<file path="src/rtl/obc_supervisor_if.sv">
// Verdict/escalation bundle between the OBC checker side and obc_supervisor.
// The checker drives the verdict strobe; the supervisor drives everything else.
interface obc_supervisor_if;
   logic       chk_valid;
   logic       chk_pass;
   logic       obc_reset;
   logic       override;
   logic       fault;
   logic [1:0] state;
   logic [3:0] fail_cnt;
   logic [1:0] reset_cnt;

   modport master (
      output chk_valid, chk_pass,
      input  obc_reset, override, fault, state, fail_cnt, reset_cnt
   );

   modport slave (
      input  chk_valid, chk_pass,
      output obc_reset, override, fault, state, fail_cnt, reset_cnt
   );
endinterface

</file>
<file path="src/rtl/obc_supervisor.sv">
// OBC supervisor: counts consecutive failed verdicts, pulses the primary OBC reset, then fails over.
// Define OBC_SUPERVISOR_TIMEOUT_EN to also count a missing verdict (silence for TIMEOUT_CYCLES) as a failure.
module obc_supervisor #(
   parameter int FAIL_LIMIT     = 3,
   parameter int GOOD_LIMIT     = 8,
   parameter int MAX_RESETS     = 2,
   parameter int RESET_CYCLES   = 16,
   parameter int HOLDOFF_CYCLES = 64,
   parameter int TIMEOUT_CYCLES = 256
) (
   input  logic            clk,
   input  logic            reset,
   obc_supervisor_if.slave bus
);

   localparam logic [1:0] MONITOR   = 2'b00;
   localparam logic [1:0] RESET_OBC = 2'b01;
   localparam logic [1:0] HOLDOFF   = 2'b10;
   localparam logic [1:0] FAILOVER  = 2'b11;

   localparam int MAX_RH    = (RESET_CYCLES > HOLDOFF_CYCLES) ? RESET_CYCLES : HOLDOFF_CYCLES;
   localparam int MAX_PHASE = (MAX_RH > TIMEOUT_CYCLES) ? MAX_RH : TIMEOUT_CYCLES;
   localparam int TW        = (MAX_PHASE > 1) ? $clog2(MAX_PHASE) : 1;

   logic [1:0]    state_q, state_d;
   logic [3:0]    failCnt_q, failCnt_d;
   logic [3:0]    goodCnt_q, goodCnt_d;
   logic [1:0]    resetCnt_q, resetCnt_d;
   logic [TW-1:0] timer_q, timer_d;
   logic          fault_q, fault_d;
   logic          obcReset_q;
   logic          override_q;
   logic          timeoutExp;
   logic          failure;

`ifdef OBC_SUPERVISOR_TIMEOUT_EN
   assign timeoutExp = (state_q == MONITOR) && (timer_q == TW'(TIMEOUT_CYCLES - 1));
`else
   assign timeoutExp = 1'b0;
`endif

   // A verdict in the expiry cycle wins over the timeout.
   assign failure = bus.chk_valid ? !bus.chk_pass : timeoutExp;

   always_comb begin
      state_d    = state_q;
      failCnt_d  = failCnt_q;
      goodCnt_d  = goodCnt_q;
      resetCnt_d = resetCnt_q;
      timer_d    = timer_q;
      fault_d    = 1'b0;

      case (state_q)
         MONITOR: begin
`ifdef OBC_SUPERVISOR_TIMEOUT_EN
            timer_d = (bus.chk_valid || timeoutExp) ? '0 : timer_q + 1'b1;
`endif
            if (bus.chk_valid && bus.chk_pass) begin
               failCnt_d = 4'd0;
               if (({1'b0, goodCnt_q} + 5'd1) >= 5'(GOOD_LIMIT)) begin
                  goodCnt_d  = 4'd0;
                  resetCnt_d = 2'd0;
               end else begin
                  goodCnt_d = goodCnt_q + 4'd1;
               end
            end else if (failure) begin
               goodCnt_d = 4'd0;
               fault_d   = 1'b1;
               if (({1'b0, failCnt_q} + 5'd1) >= 5'(FAIL_LIMIT)) begin
                  failCnt_d = 4'd0;
                  timer_d   = '0;
                  if ({30'd0, resetCnt_q} < MAX_RESETS) begin
                     resetCnt_d = (resetCnt_q == 2'd3) ? 2'd3 : resetCnt_q + 2'd1;
                     state_d    = RESET_OBC;
                  end else begin
                     state_d = FAILOVER;
                  end
               end else begin
                  failCnt_d = failCnt_q + 4'd1;
               end
            end
         end

         RESET_OBC: begin
            if (timer_q == TW'(RESET_CYCLES - 1)) begin
               timer_d = '0;
               state_d = HOLDOFF;
            end else begin
               timer_d = timer_q + 1'b1;
            end
         end

         HOLDOFF: begin
            if (timer_q == TW'(HOLDOFF_CYCLES - 1)) begin
               timer_d = '0;
               state_d = MONITOR;
            end else begin
               timer_d = timer_q + 1'b1;
            end
         end

         default: begin
         end
      endcase
   end

   always_ff @(posedge clk or posedge reset) begin
      if (reset) begin
         state_q    <= MONITOR;
         failCnt_q  <= 4'd0;
         goodCnt_q  <= 4'd0;
         resetCnt_q <= 2'd0;
         timer_q    <= '0;
         fault_q    <= 1'b0;
         obcReset_q <= 1'b0;
         override_q <= 1'b0;
      end else begin
         state_q    <= state_d;
         failCnt_q  <= failCnt_d;
         goodCnt_q  <= goodCnt_d;
         resetCnt_q <= resetCnt_d;
         timer_q    <= timer_d;
         fault_q    <= fault_d;
         obcReset_q <= (state_d == RESET_OBC);
         override_q <= (state_d == FAILOVER);
      end
   end

   assign bus.state     = state_q;
   assign bus.fail_cnt  = failCnt_q;
   assign bus.reset_cnt = resetCnt_q;
   assign bus.fault     = fault_q;
   assign bus.obc_reset = obcReset_q;
   assign bus.override  = override_q;

endmodule
</file>
<file path="src/flat_wrapper.sv">
// flat-port wrapper written by rule: the top's interface ports become plain ports
module obc_supervisor_flat 
#(
   parameter int FAIL_LIMIT     = 3,
   parameter int GOOD_LIMIT     = 8,
   parameter int MAX_RESETS     = 2,
   parameter int RESET_CYCLES   = 16,
   parameter int HOLDOFF_CYCLES = 64,
   parameter int TIMEOUT_CYCLES = 256
)
  (clk, reset, bus_chk_valid, bus_chk_pass, bus_obc_reset, bus_override, bus_fault, bus_state, bus_fail_cnt, bus_reset_cnt);
  obc_supervisor_if bus_i ();
  input  logic clk;
  input  logic reset;
  input wire logic [$bits(bus_i.chk_valid)-1:0] bus_chk_valid;
  input wire logic [$bits(bus_i.chk_pass)-1:0] bus_chk_pass;
  output wire logic [$bits(bus_i.obc_reset)-1:0] bus_obc_reset;
  output wire logic [$bits(bus_i.override)-1:0] bus_override;
  output wire logic [$bits(bus_i.fault)-1:0] bus_fault;
  output wire logic [$bits(bus_i.state)-1:0] bus_state;
  output wire logic [$bits(bus_i.fail_cnt)-1:0] bus_fail_cnt;
  output wire logic [$bits(bus_i.reset_cnt)-1:0] bus_reset_cnt;
  assign bus_i.chk_valid = bus_chk_valid;
  assign bus_i.chk_pass = bus_chk_pass;
  assign bus_obc_reset = bus_i.obc_reset;
  assign bus_override = bus_i.override;
  assign bus_fault = bus_i.fault;
  assign bus_state = bus_i.state;
  assign bus_fail_cnt = bus_i.fail_cnt;
  assign bus_reset_cnt = bus_i.reset_cnt;
  obc_supervisor #(.FAIL_LIMIT(FAIL_LIMIT), .GOOD_LIMIT(GOOD_LIMIT), .MAX_RESETS(MAX_RESETS), .RESET_CYCLES(RESET_CYCLES), .HOLDOFF_CYCLES(HOLDOFF_CYCLES), .TIMEOUT_CYCLES(TIMEOUT_CYCLES)) u_core (.clk(clk), .reset(reset), .bus(bus_i));
endmodule
</file>
<file path="config.mk">
export PLATFORM = sky130hd
export DESIGN_NAME = obc_supervisor_flat
export DESIGN_NICKNAME = d
export VERILOG_FILES = /design/src/rtl/obc_supervisor_if.sv /design/src/rtl/obc_supervisor.sv /design/src/flat_wrapper.sv
export SDC_FILE = /design/constraint.sdc
export NUM_CORES = 1
export LEC_CHECK = 0
export BUFFER_PORTS_ARGS = -buffer_cell sky130_fd_sc_hd__buf_2
export CAP_MARGIN = 25
export CORE_UTILIZATION = 52
export DETAILED_ROUTE_END_ITERATION = 7
export MAX_ROUTING_LAYER = met4
export PLACE_DENSITY = 0.75
export SLEW_MARGIN = 20
export SYNTH_ARGS = -nofsm -noshare
export SYNTH_HDL_FRONTEND = slang
export SYNTH_SLANG_ARGS = --single-unit
</file>
<file path="constraint.sdc">
create_clock -name clk -period 2 [get_ports clk]
set_clock_uncertainty 0.2 [all_clocks]
set_input_delay 0.4 -clock clk [delete_from_list [all_inputs] [get_ports clk]]
set_output_delay 0.4 -clock clk [all_outputs]
set_load 0.01 [all_outputs]
</file>
==> impl_metrics.json <==
{
  "worstPathArrival_ns": 2.08,
  "ys_seq_area_share_pct": 40.2,
  "die-area_sq_um": 2970,
  "p_leak_nw": 0.904,
  "setup_viol": 4,
  "period_minus_slack_ns": 2.06,
  "synth_cell_types": 46,
  "die-width_um": 54.5,
  "vias": 1254,
  "peakVddDrop_mv": 0.567,
  "worstPathMaxFanout": 3,
  "cts.path.max_buffers": 2,
  "synthArstFlopShare_pct": 100,
  "syn_to_final_growth_pct": 35.4,
  "n_antenna_cell": 0,
  "post-place-ws_ns": -0.0740,
  "cts_buffers": 3,
  "min_path_type": "in -> reg",
  "cts_tree": "done",
  "place_inst": 203,
  "startpoint_type": "flip-flop",
  "synth_edf_count": 0,
  "slew_viol_final": 0,
  "start_util_pct": 56.3,
  "endpoint_kind": "flip-flop",
  "power.density_nw_per_um2": 378,
  "dr.pass1.iters": 4,
  "gr-usage-all-layers_pct": 27.2,
  "antenna_found_initial": 0,
  "final_util_pct": 76.2,
  "worst_pin_slew_ns": 0.479,
  "violations": "negative setup slack",
  "dp_hpwl_mm": 2.39,
  "final_cells": 213,
  "cts_max_level": 1,
  "grt_pass1_wl_mm": 5.52,
  "drtIter0Drc": 34,
  "final_antenna_net_count": 0,
  "wl_per_cell_um": 15.9,
  "worst_slack_ns": -0.0648,
  "synth_area_sq_um": 1430,
  "grt_pass1_vias": 1219,
  "io_buffers": 14,
  "cp_cell_sequence": "ha_4 -> or4_4 -> o31ai_4 -> nand3_2 -> a21oi_4 -> a31oi_1",
  "crit_buf_inv": 0,
  "clock_sinks": 23,
  "ys_ff_latch": 23,
  "rows": 18,
  "fin_crit_sh_pct": 103,
  "synthCells": 137,
  "rsz0062_at_grt": "yes",
  "design_power_total_w": 0.000733,
  "yosys_most_used_dff": "dfrtp_1",
  "clock-root-buffer": "clkbuf_4",
  "finalWirelength_mm": 3.39,
  "fmaxAchievable_ghz": 0.484,
  "required_ns": 2.02,
  "status": "finished, violations left",
  "slowest_stage": "or4_4",
  "cpPeakStageDelay_ns": 0.47,
  "grt_max_degree": 16,
  "hold_violations": 0,
  "layout-drive-gt1-share_pct": 47.0,
  "io_pins": 15,
  "max_cap_viol_count": 0,
  "routabilityCongestion": 0.850,
  "worst_skew_pair.late_latency_ns": 0.33,
  "die_y_um": 54.5,
  "route.detailed.drc": 0,
  "overflow": 0,
  "final_nets": 197,
  "critPathTopFamily": "simple AND/OR/NAND/NOR gates",
  "critical_path_class": "reg -> reg",
  "synth_nets": 150,
  "avgSynthCellArea_sq_um": 10.5,
  "core-area_sq_um": 2540,
  "yosysWarnings": 0,
  "slew_headroom_pct": 67.9,
  "tns_ns": -0.150,
  "clk_pin_slew_ns": 0.14,
  "vias_per_cell": 5.89
}
-- cells by family (layout without fill, tap and decap cells) --
family | Yosys count | in the layout | synth area share (%)
AO/OA/AOI/OAI | 41 | 41 | 27.0
buffers and inverters | 11 | 57 | 2.88
adder cells (fa/ha/maj) | 9 | 9 | 7.86
multiplexers | 2 | 2 | 1.48
AND/OR/NAND/NOR | 51 | 51 | 20.6
flip-flops | 23 | 23 | 40.2
-- flip-flops by register name, indices dropped and copies added, names as in the netlist, named ones only --
register,flops
u_core.timer_q,8
u_core.bus.obc_reset,1
u_core.bus.override,1
u_core.bus.reset_cnt,2
u_core.bus.fault,1
u_core.bus.state,1
u_core.bus.fail_cnt,4
u_core.goodCnt_q,4
-- timing repair --
| action | CTS | global route |
|---|---|---|
| hold buffers | 1 | 0 |
| pin swaps | 10 | 4 |
| setup buffers | 4 | 1 |
| endpoints found under the hold margin | 8 | 0 |
| setup endpoints to repair | 9 | 13 |
| resized for setup | 10 | 15 |
-- final cells by class --
cell class,count,area (sq um)
inverter,10,37.5
multi-input combinational,103,945
tap,30,37.5
fill,158,606
sequential,23,579
clock inverter,1,7.51
clock buffer,3,22.5
timing repair buffer,43,310
-- report_power, final --
| part | internal (W) | switching, W | leakage (nW) |
|---|---|---|---|
| logic | 0.00000871 | 0.0000165 | 0.599 |
| clock network | 0.0000767 | 0.000166 | 0.0139 |
| registers | 0.000465 | 0 | 0.291 |
| total | 0.000551 | 0.000182 | 0.904 |
-- through the flow --
step	hold slack [ns]	instance area (sq um)
3_3_place_gp	0.202	1750
6_report	0.123	1940
2_1_floorplan	0.202	1460
3_5_place_dp	0.201	1750
5_1_grt	0.124	1940
4_1_cts	0.128	1870
-- routing by layer --
layer	up-vias	track usage, %	part of all wire [%]
met5	-	-	0
met2	41	43.3	50
met1	603	33.6	43
met3	15	2.78	3.3
met4	0	15.0	3.3
li1	595	-	-
-- synthesized netlist by cell type, drive strengths merged (3+ instances only) --
library cell | count | area (sq um)
and2 | 4 | 25.0
nand2 | 14 | 55.1
nand4 | 3 | 18.8
nor3 | 4 | 31.3
nor2 | 8 | 30.0
nand3 | 9 | 62.6
dfrtp | 23 | 576
o31ai | 4 | 62.6
inv | 10 | 37.5
ha | 9 | 113
a21o | 5 | 45.0
o21ai | 11 | 55.1
a21oi | 5 | 32.5
-- layout by cell type, fill, tap and decap left out, drive strengths merged, types with 2 or more instances in the layout --
cell type / instances
a211oi: 2
a21boi: 2
a21o: 5
a21oi: 5
a31oi: 2
and2: 4
and3: 2
buf: 42
clkbuf: 3
dfrtp: 23
ha: 9
inv: 10
nand2: 14
nand2b: 2
nand3: 9
nand4: 3
nor2: 8
nor3: 4
o21ai: 11
o31ai: 4
o41ai: 2
-- final timing paths --
| kind | from | endpoint | slack, ns | cells past startpoint |
|---|---|---|---|---|
| hold reg to reg | u_core.goodCnt_q[2] | u_core.goodCnt_q[2] | 0.33 | 1 |
| max in group asynchronous | reset | asynchronous set/reset pin | 0.79 | 4 |
| setup / recovery | u_core.bus.state[1] | u_core.bus.override | -0.06 | 6 |
| min in group asynchronous | reset | u_core.timer_q[2] | 0.38 | 3 |
| hold / removal | bus_chk_pass | u_core.bus.fault | 0.12 | 2 |
| setup reg to reg | u_core.bus.state[1] | u_core.bus.override | -0.06 | 6 |
(Power assumes the default switching activity.)
